[src/rtl/mmio_responder.sv]
// mmio_responder: memory-mapped I/O block with counters, LED register and TX byte FIFO
module mmio_responder #(
  parameter int FIFO_DEPTH = 8,
  parameter logic [3:0] IO_TAG = 4'h8
) (
  input  logic        clk,
  input  logic        rst,
  input  logic [31:0] addr,
  input  logic [31:0] wdata,
  input  logic [3:0]  wea,
  input  logic        re,
  input  logic        inst_retire,
  output logic [31:0] rdata,
  output logic [7:0]  tx_data,
  output logic        tx_valid,
  input  logic        tx_ready,
  output logic [31:0] led_out
);
  localparam int AW = $clog2(FIFO_DEPTH);
  localparam logic [5:0] OFF_STATUS = 6'h00;
  localparam logic [5:0] OFF_TXDATA = 6'h02;
  localparam logic [5:0] OFF_CYCLE  = 6'h04;
  localparam logic [5:0] OFF_INSTR  = 6'h05;
  localparam logic [5:0] OFF_CTRCLR = 6'h06;
  localparam logic [5:0] OFF_LED    = 6'h08;
  logic [7:0]  mem_q [FIFO_DEPTH];
  logic [AW:0] wp_q, wp_d, rp_q, rp_d;
  logic [31:0] cyc_q, cyc_d, ins_q, ins_d, led_q, led_d, rdata_q, rdata_d, rd_val;
  logic        ovf_q, ovf_d;
  logic        sel, wr, empty, full, push_req, push, pop, ctrclr;
  logic [5:0]  off;
  logic        unused_addr;
  assign unused_addr = ^{addr[27:8], addr[1:0]};
  assign sel      = addr[31:28] == IO_TAG;
  assign off      = addr[7:2];
  assign wr       = sel && |wea;
  assign empty    = wp_q == rp_q;
  assign full     = (wp_q[AW] != rp_q[AW]) && (wp_q[AW-1:0] == rp_q[AW-1:0]);
  assign push_req = sel && wea[0] && off == OFF_TXDATA;
  // Fullness is judged before this cycle's pop, so a pop never rescues a push
  assign push     = push_req && !full;
  assign pop      = !empty && tx_ready;
  assign ctrclr   = wr && off == OFF_CTRCLR;
  assign tx_valid = !empty;
  assign tx_data  = empty ? 8'h00 : mem_q[rp_q[AW-1:0]];
  assign rdata    = rdata_q;
  assign led_out  = led_q;
  always_comb begin
    rd_val = off == OFF_STATUS ? {29'd0, ovf_q, empty, !full} :
             off == OFF_CYCLE  ? cyc_q :
             off == OFF_INSTR  ? ins_q :
             off == OFF_LED    ? led_q : 32'd0;
    rdata_d = (re && sel) ? rd_val : 32'd0;
    wp_d    = wp_q + {{AW{1'b0}}, push};
    rp_d    = rp_q + {{AW{1'b0}}, pop};
    ovf_d   = (push_req && full) ? 1'b1 : (wr && off == OFF_STATUS) ? 1'b0 : ovf_q;
    cyc_d   = ctrclr ? 32'd0 : cyc_q + 32'd1;
    ins_d   = ctrclr ? 32'd0 : ins_q + {31'd0, inst_retire};
    led_d   = led_q;
    for (int i = 0; i < 4; i++)
      if (wr && off == OFF_LED && wea[i]) led_d[8*i +: 8] = wdata[8*i +: 8];
  end
  always_ff @(posedge clk or posedge rst) begin
    if (rst) begin
      wp_q    <= '0;
      rp_q    <= '0;
      ovf_q   <= 1'b0;
      cyc_q   <= 32'd0;
      ins_q   <= 32'd0;
      led_q   <= 32'd0;
      rdata_q <= 32'd0;
    end else begin
      wp_q    <= wp_d;
      rp_q    <= rp_d;
      ovf_q   <= ovf_d;
      cyc_q   <= cyc_d;
      ins_q   <= ins_d;
      led_q   <= led_d;
      rdata_q <= rdata_d;
    end
  end
  always_ff @(posedge clk) begin
    if (push) mem_q[wp_q[AW-1:0]] <= wdata[7:0];
  end
endmodule

[config.mk]
export PLATFORM = sky130hd
export DESIGN_NAME = mmio_responder
export DESIGN_NICKNAME = d
export VERILOG_FILES = /design/src/rtl/mmio_responder.sv
export SDC_FILE = /design/constraint.sdc
export NUM_CORES = 1
export LEC_CHECK = 0
export ABC_AREA = 1
export BUFFER_PORTS_ARGS = -buffer_cell sky130_fd_sc_hd__buf_2
export CAP_MARGIN = 30
export CORE_AREA = 3 3 136 138
export CTS_CLUSTER_SIZE = 20
export DETAILED_ROUTE_END_ITERATION = 10
export DIE_AREA = 0 0 139 141
export GPL_ROUTABILITY_DRIVEN = 0
export PLACE_DENSITY = 0.79
export REMOVE_ABC_BUFFERS = 1
export SLEW_MARGIN = 20
export SYNTH_ARGS = -nofsm -noshare
export SYNTH_HDL_FRONTEND = slang
export SYNTH_SLANG_ARGS = --single-unit
[constraint.sdc]
create_clock -name clk -period 7.26 [get_ports clk]
set_input_delay 2.178 -clock clk [delete_from_list [all_inputs] [get_ports clk]]
set_output_delay 2.178 -clock clk [all_outputs]
set_load 0.02 [all_outputs]
==> run metrics, run 1 <==
total power per unit cell area 269 nW/um^2; number of clock sinks 201; post-route ant nets 0; crit path buf inv count 3; nets 1403; final instance area roughly 11000 sq um; cts repair resizes 0; static leakage 5.41 nW; total global-route track usage 26.9%; crit path max-delay cell type dfrtp_1; largest net degree at the start of global routing 90; CTS buffer count 21; worst flop-to-flop path startpoint rp_q[0]; crit path cell chain buf_8 > inv_1 > nand2_1 > nand2_1 > nor2_1 > nand2_2 > o21ai_0 > nor2_1 > buf_2; Setup violations, final 0; Placed Area between 10000 and 15000 sq um; r2r setup slk 4490 ps; Hold/Removal Path Class flip-flop to flip-flop; die width about 140 um; CP max stage delay 750 ps; period utilisation layout 67.6%; Top FF cell, synth dfrtp_1; CTS tree yes; Core Area 17300 sq um; async set-reset flop share out of synthesis 68.2%; critical path launch point type flip-flop; status finished, final reports clean; cell family with most CP delay flip-flops; Critical Path AT 2730 ps; drt wl/cell 16.7 um; Die ar. 19600 sq um; clock insertion delay at the later pin of the skew report ~490 ps; CTS HTree Levels 1; number of max-cap violations 0; Bufs on Longest Clock Path 3; Worst Path Max Fanout 18; initial antenna violation count 0; Die Y 141 um; FMAX roughly 200 MHz; hold buffers post-CTS 0; total number of vias around 8600; IO Pins about 150; Avg Inst Size Synth 8.14 sq um; # rows between 40 and 50; Synth area leaders dfrtp_1 35%, edfxtp_1 20%, nor2_1 11%; Final TNS setup 0 ps; Area Overhead vs Synth 14.8%; fin crit period between 4000 and 5000 ps; Synth top area share 34.9%; Hold EP wp_q[3]; Slew @ Worst Pin approximately 830 ps; DRC violations left 0; Synth Warn # 0; vias per cell 5.50; final-report hold violation count 0; commonest non-fill, non-tap cell in the layout nor2_1; setup slack after layout 2350 ps; Layout Utilization 65.2%; routed wire length between 20000 and 30000 um; initial core utilization 56.8%; Worst Path Required 5080 ps; RSZ-0062 raised after global routing no; number of flops mapped to enable cells by yosys 64; Worst-path clk slew 60 ps; vias in the first global route 8310; Slew Viols, Final 0; synth unique cells 35; Hold Crit Start wp_q[3]; crit path kind flip-flop to output pin; first-pass GRT wire length 42500 um; Worst setup EP type output pin; Place WS 2630 ps; total gr overflow 0; relative slew slack 44.7%; Post-Synthesis Cells 1207; Synth Cell Area 9830 sq um; share of layout cells above drive strength 1 13.6%; Critical path origin rp_q[0]; register bit total from synthesis 201; antenna fix cells 0; DRT Pass-1 Iters 5; Root Buffer Master clkbuf_16; Detail Placement HPWL 18800 um; clock skew approximately 7.7 ps; cell taking the most area after synthesis dfrtp_1; Seq/Total Area, Yosys about 54%; Overall Power between 3 and 4 mW; reg2reg path depth 8; Peak VDD IR 0.000282 V; post-CTS setup buffer count 0; port buffer count 123; hold path cells 1; 1st-iter DRT viols about 630; RR Endpoint mem_q[0][7]; commonest non-fill, non-tap cells in the layout 293 x nor2_1, 290 x nand2_1, 137 x dfrtp_1, 123 x buf_2, 103 x o21ai_0
==> report_power, final <==
group | leakage (nW) | internal (mW) | switching, mW
Combinational | 2.86 | 0.227 | 0.405
Sequential | 2.22 | 1.23 | 0.121
Clock | 0.323 | 0.629 | 0.416
Total | 5.41 | 2.09 | 0.943
==> logic make-up after synthesis <==
kind of cell,share of synthesized area (%)
AO/OA/AOI/OAI,7.79
XOR/XNOR,1.87
adder cells (fa/ha/maj),0.891
buffers and inverters,5.70
flip-flops,54.4
AND/OR/NAND/NOR,29.3
==> metal layers <==
layer,up-vias,routed length (um),GRT usage (%)
met3,67,1960,4.72
met5,-,0,0
met1,4037,10600,34.5
met2,357,12500,45.9
met4,0,999,10.5
li1,4122,-,-
==> cell usage after synthesis (3+ instances only) <==
library cell  count
a21oi_1          31
buf_2             6
buf_4             8
buf_6             6
clkbuf_1         15
dfrtp_1         137
edfxtp_1         64
ha_1              7
inv_1            85
inv_2             4
nand2_1         290
nand3_1          72
nand4_1           7
nor2_1          294
nor2_2            4
nor3_1           18
nor3b_1           3
o21ai_0         103
o21ai_1          14
xnor2_1          10
xor2_1           11
==> metrics by stage <==
stage,cells,hold WS [ps]
2_1_floorplan,1169,465
3_3_place_gp,1520,480
3_5_place_dp,1522,489
4_1_cts,1558,501
5_1_grt,1561,524
6_report,1561,494
==> how the worst max path moves through the flow <==
stage,to,slack [ps],depth (start not counted)
after floorplan,cyc_q[0],1410,1
after CTS,tx_data[2],2110,9
final,tx_data[2],2350,9
after global placement,tx_data[6],2240,8
after detailed placement,tx_data[2],2630,9
after global routing,tx_data[2],2150,9
==> worst register-to-register path, cell delays in order (launching register included) <==
cell and delay, ps:
dfrtp_1 620, buf_8 270, inv_1 270, nand2_1 90, nand2_1 70, nor2_1 90
nand3_1 120, nand3_1 180, nor2_1 680
==> flip-flops by register name, summed over array words and instances, names as in the netlist <==
signal / flops
ovf_q: 1
rdata: 32
ins_q: 32
cyc_q: 32
led_out: 32
wp_q: 4
rp_q: 4
mem_q: 64
==> cell type report <==
class,count,area [sq um]
clock buffer,32,591
clock inverter,4,70.1
fill,1414,6020
inverter,89,339
multi-input combinational,879,3920
sequential,201,5350
tap,225,282
timing repair buffer,131,722
(Power assumes the default switching activity.)
==> run 2, diff against run 1 <==
Settings changed: ABC_AREA 1 to 0, CORE_AREA 3 3 136 138 to 3 3 130 132, DIE_AREA 0 0 139 141 to 0 0 133 135, PLACE_DENSITY 0.79 to 0.78.
Clock period 7.26 ns to 4.6 ns, I/O delays scaled along.
==> run 2 against run 1 <==
Effect of this change: sequential share of layout area is 4.0 points higher; largest power group unchanged; critical endpoint is now tx_valid; combinational power is 9.6% higher; critical path type unchanged; total power is 52% higher.
==> run metrics, run 2 <==
FMAX 257 MHz; Slew Viols, Final 0 (unchanged); commonest non-fill, non-tap cell in the layout dfrtp_1 (was nor2_1); Slew @ Worst Pin 819 ps (was 826 ps); Die Y 135 um (was 141 um); crit path kind flip-flop to output pin (unchanged); 1st-iter DRT viols 724 (was 631); synth unique cells 41 (was 35); top cells by count, synth 137 x dfrtp_1, 74 x nor2_1, 64 x edfxtp_1 (was 294 x nor2_1, 290 x nand2_1, 137 x dfrtp_1); most common cell in the synthesized netlist dfrtp_1 (was nor2_1); Bufs on Longest Clock Path 3 (unchanged); initial core utilization 55.7% (was 56.8%); Hold/Removal Path Class flip-flop to flip-flop (unchanged); number of flops mapped to enable cells by yosys 64 (unchanged); first-pass GRT wire length 32700 um (was 42500 um); Worst Path Required 3220 ps (was 5080 ps); nets 897 (was 1403); Overall Power 4.61 mW (was 3.03 mW); Layout Utilization 65.7% (was 65.2%); Synth top area share 38.9% (was 34.9%); Avg Inst Size Synth 12.6 sq um (was 8.14 sq um); vias per cell 6.13 (was 5.50); Critical Path AT 2510 ps (was 2730 ps); Worst-path clk slew 60 ps (about the same); relative slew slack 45.4% (was 44.7%); hold buffers post-CTS 0 (unchanged); static leakage 4.40 nW (was 5.41 nW); Die ar. 18000 sq um (was 19600 sq um); DRT Pass-1 Iters 8 (was 5); Critical path origin rp_q[1] (was rp_q[0]); commonest non-fill, non-tap cells in the layout 137 x dfrtp_1, 123 x buf_2, 74 x nor2_1, 64 x edfxtp_1, 33 x a21oi_1 (was 293 x nor2_1, 290 x nand2_1, 137 x dfrtp_1, 123 x buf_2, 103 x o21ai_0); drt wl/cell 19.3 um (was 16.7 um); CTS buffer count 22 (was 21); Synth area leaders dfrtp_1 39%, edfxtp_1 22%, mux2_2 4.1% (was dfrtp_1 35%, edfxtp_1 20%, nor2_1 11%); total power per unit cell area 443 nW/um^2 (was 269 nW/um^2); total gr overflow 0 (unchanged); period utilisation layout 84.5%; Synth Cell Area 8820 sq um (was 9830 sq um); total number of vias 6426 (was 8583); Worst setup EP type output pin (unchanged); Core Area 15800 sq um (was 17300 sq um); async set-reset flop share out of synthesis 68.2% (unchanged); post-CTS setup buffer count 0 (unchanged); # rows 46 (was 48); CTS tree yes (unchanged); port buffer count 123 (unchanged); final instance area 10400 sq um (was 11300 sq um); Root Buffer Master clkbuf_16 (unchanged); cts repair resizes 0 (unchanged); largest net degree at the start of global routing 72 (was 90); critical path launch point type flip-flop (unchanged); register bit total from synthesis 201 (unchanged); cell taking the most area after synthesis dfrtp_1 (unchanged); Peak VDD IR 0.000274 V (was 0.000282 V); vias in the first global route 6525 (was 8310); routed wire length 20200 um (was 26100 um); Worst Path Max Fanout 19 (was 18); share of layout cells above drive strength 1 26.8% (was 13.6%); final-report hold violation count 0 (unchanged); Post-Synthesis Cells 700 (was 1207); antenna fix cells 0 (unchanged); die width 133 um (was 139 um); Detail Placement HPWL 13900 um (was 18800 um); status finished, final reports clean (unchanged); worst flop-to-flop path startpoint rp_q[1] (was rp_q[0]); Synth Warn # 0 (unchanged); fin crit period between 3000 and 4000 ps; max FFs per register 64 (unchanged); fillers 1164 (was 1414); number of max-cap violations 0 (unchanged); Setup violations, final 0 (unchanged); Seq/Total Area, Yosys 60.7% (was 54.4%); DRC violations left 0 (unchanged); initial antenna violation count 0 (unchanged); CTS HTree Levels 1 (unchanged); RSZ-0062 raised after global routing no (unchanged); Area Overhead vs Synth 17.9% (was 14.8%); clock insertion delay at the later pin of the skew report 490 ps (about the same); Hold Crit Start wp_q[3] (unchanged); r2r setup slk 1680 ps (was 4490 ps); number of clock sinks 201 (unchanged); IO Pins 146 (unchanged); total global-route track usage 22.4% (was 26.9%); Placed Area 9650 sq um (was 10600 sq um); clock skew 11.5 ps (was 7.69 ps); Top FF cell, synth dfrtp_1 (unchanged); post-route ant nets 0 (unchanged)
run 2: final timing paths:
kind,cells after the start,to
max,4,tx_valid
min,1,wp_q[3]
max reg2reg,4,mem_q[5][4]
min reg2reg,1,wp_q[3]
max in group asynchronous,3,rdata[17]
min in group asynchronous,2,ovf_q
run 2: layer usage:
| layer | vias to the layer above | GRT usage, % | routed length [um] |
|---|---|---|---|
| met1 | 3216 | 27.3 | 7790 |
| met5 | - | 0 | 0 |
| met4 | 0 | 7.33 | 452 |
| li1 | 2918 | - | - |
| met2 | 250 | 41.1 | 10800 |
| met3 | 42 | 3.13 | 1160 |
run 2: critical path, cell delays in order, from the launching register on:
cell and delay, ps:
dfrtp_1 870, xnor2_1 260, and4b_1 520, inv_1 160, buf_2 190
run 2: where the power goes:
part | switching [mW] | leakage, nW | internal, mW
logic | 0.369 | 1.59 | 0.325
clock network | 0.674 | 0.367 | 1.12
registers | 0.183 | 2.45 | 1.94
run 2: cell type report:
cell class                 instances  area (sq um)  area share, %
sequential                       201          5350           51.5
multi-input combinational        449          3280           31.5
timing repair buffer             134           711           6.84
clock buffer                      30           622           5.98
tap                              216           270           2.60
clock inverter                     9           128           1.23
inverter                           9          38.8          0.373
run 2: stage by stage:
step	hold slack [ps]	TNS, ps	instances	setup slack (ps)
floorplan	465	-61350	659	-448
detailed placement	491	0	1009	821
global placement	482	0	1009	955
finish	500	0	1048	714
CTS	501	0	1048	655
global route	511	0	1048	536
run 2: kinds of logic after synthesis:
| kind of cell | Yosys count | share of synthesized area, % |
|---|---|---|
| compound gates | 103 | 8.36 |
| xor+xnor | 31 | 3.08 |
| fa+ha+maj | 7 | 0.993 |
| buf+inv | 50 | 2.23 |
| flops | 201 | 60.7 |
| mux | 60 | 9.53 |
| simple gates | 248 | 15.1 |
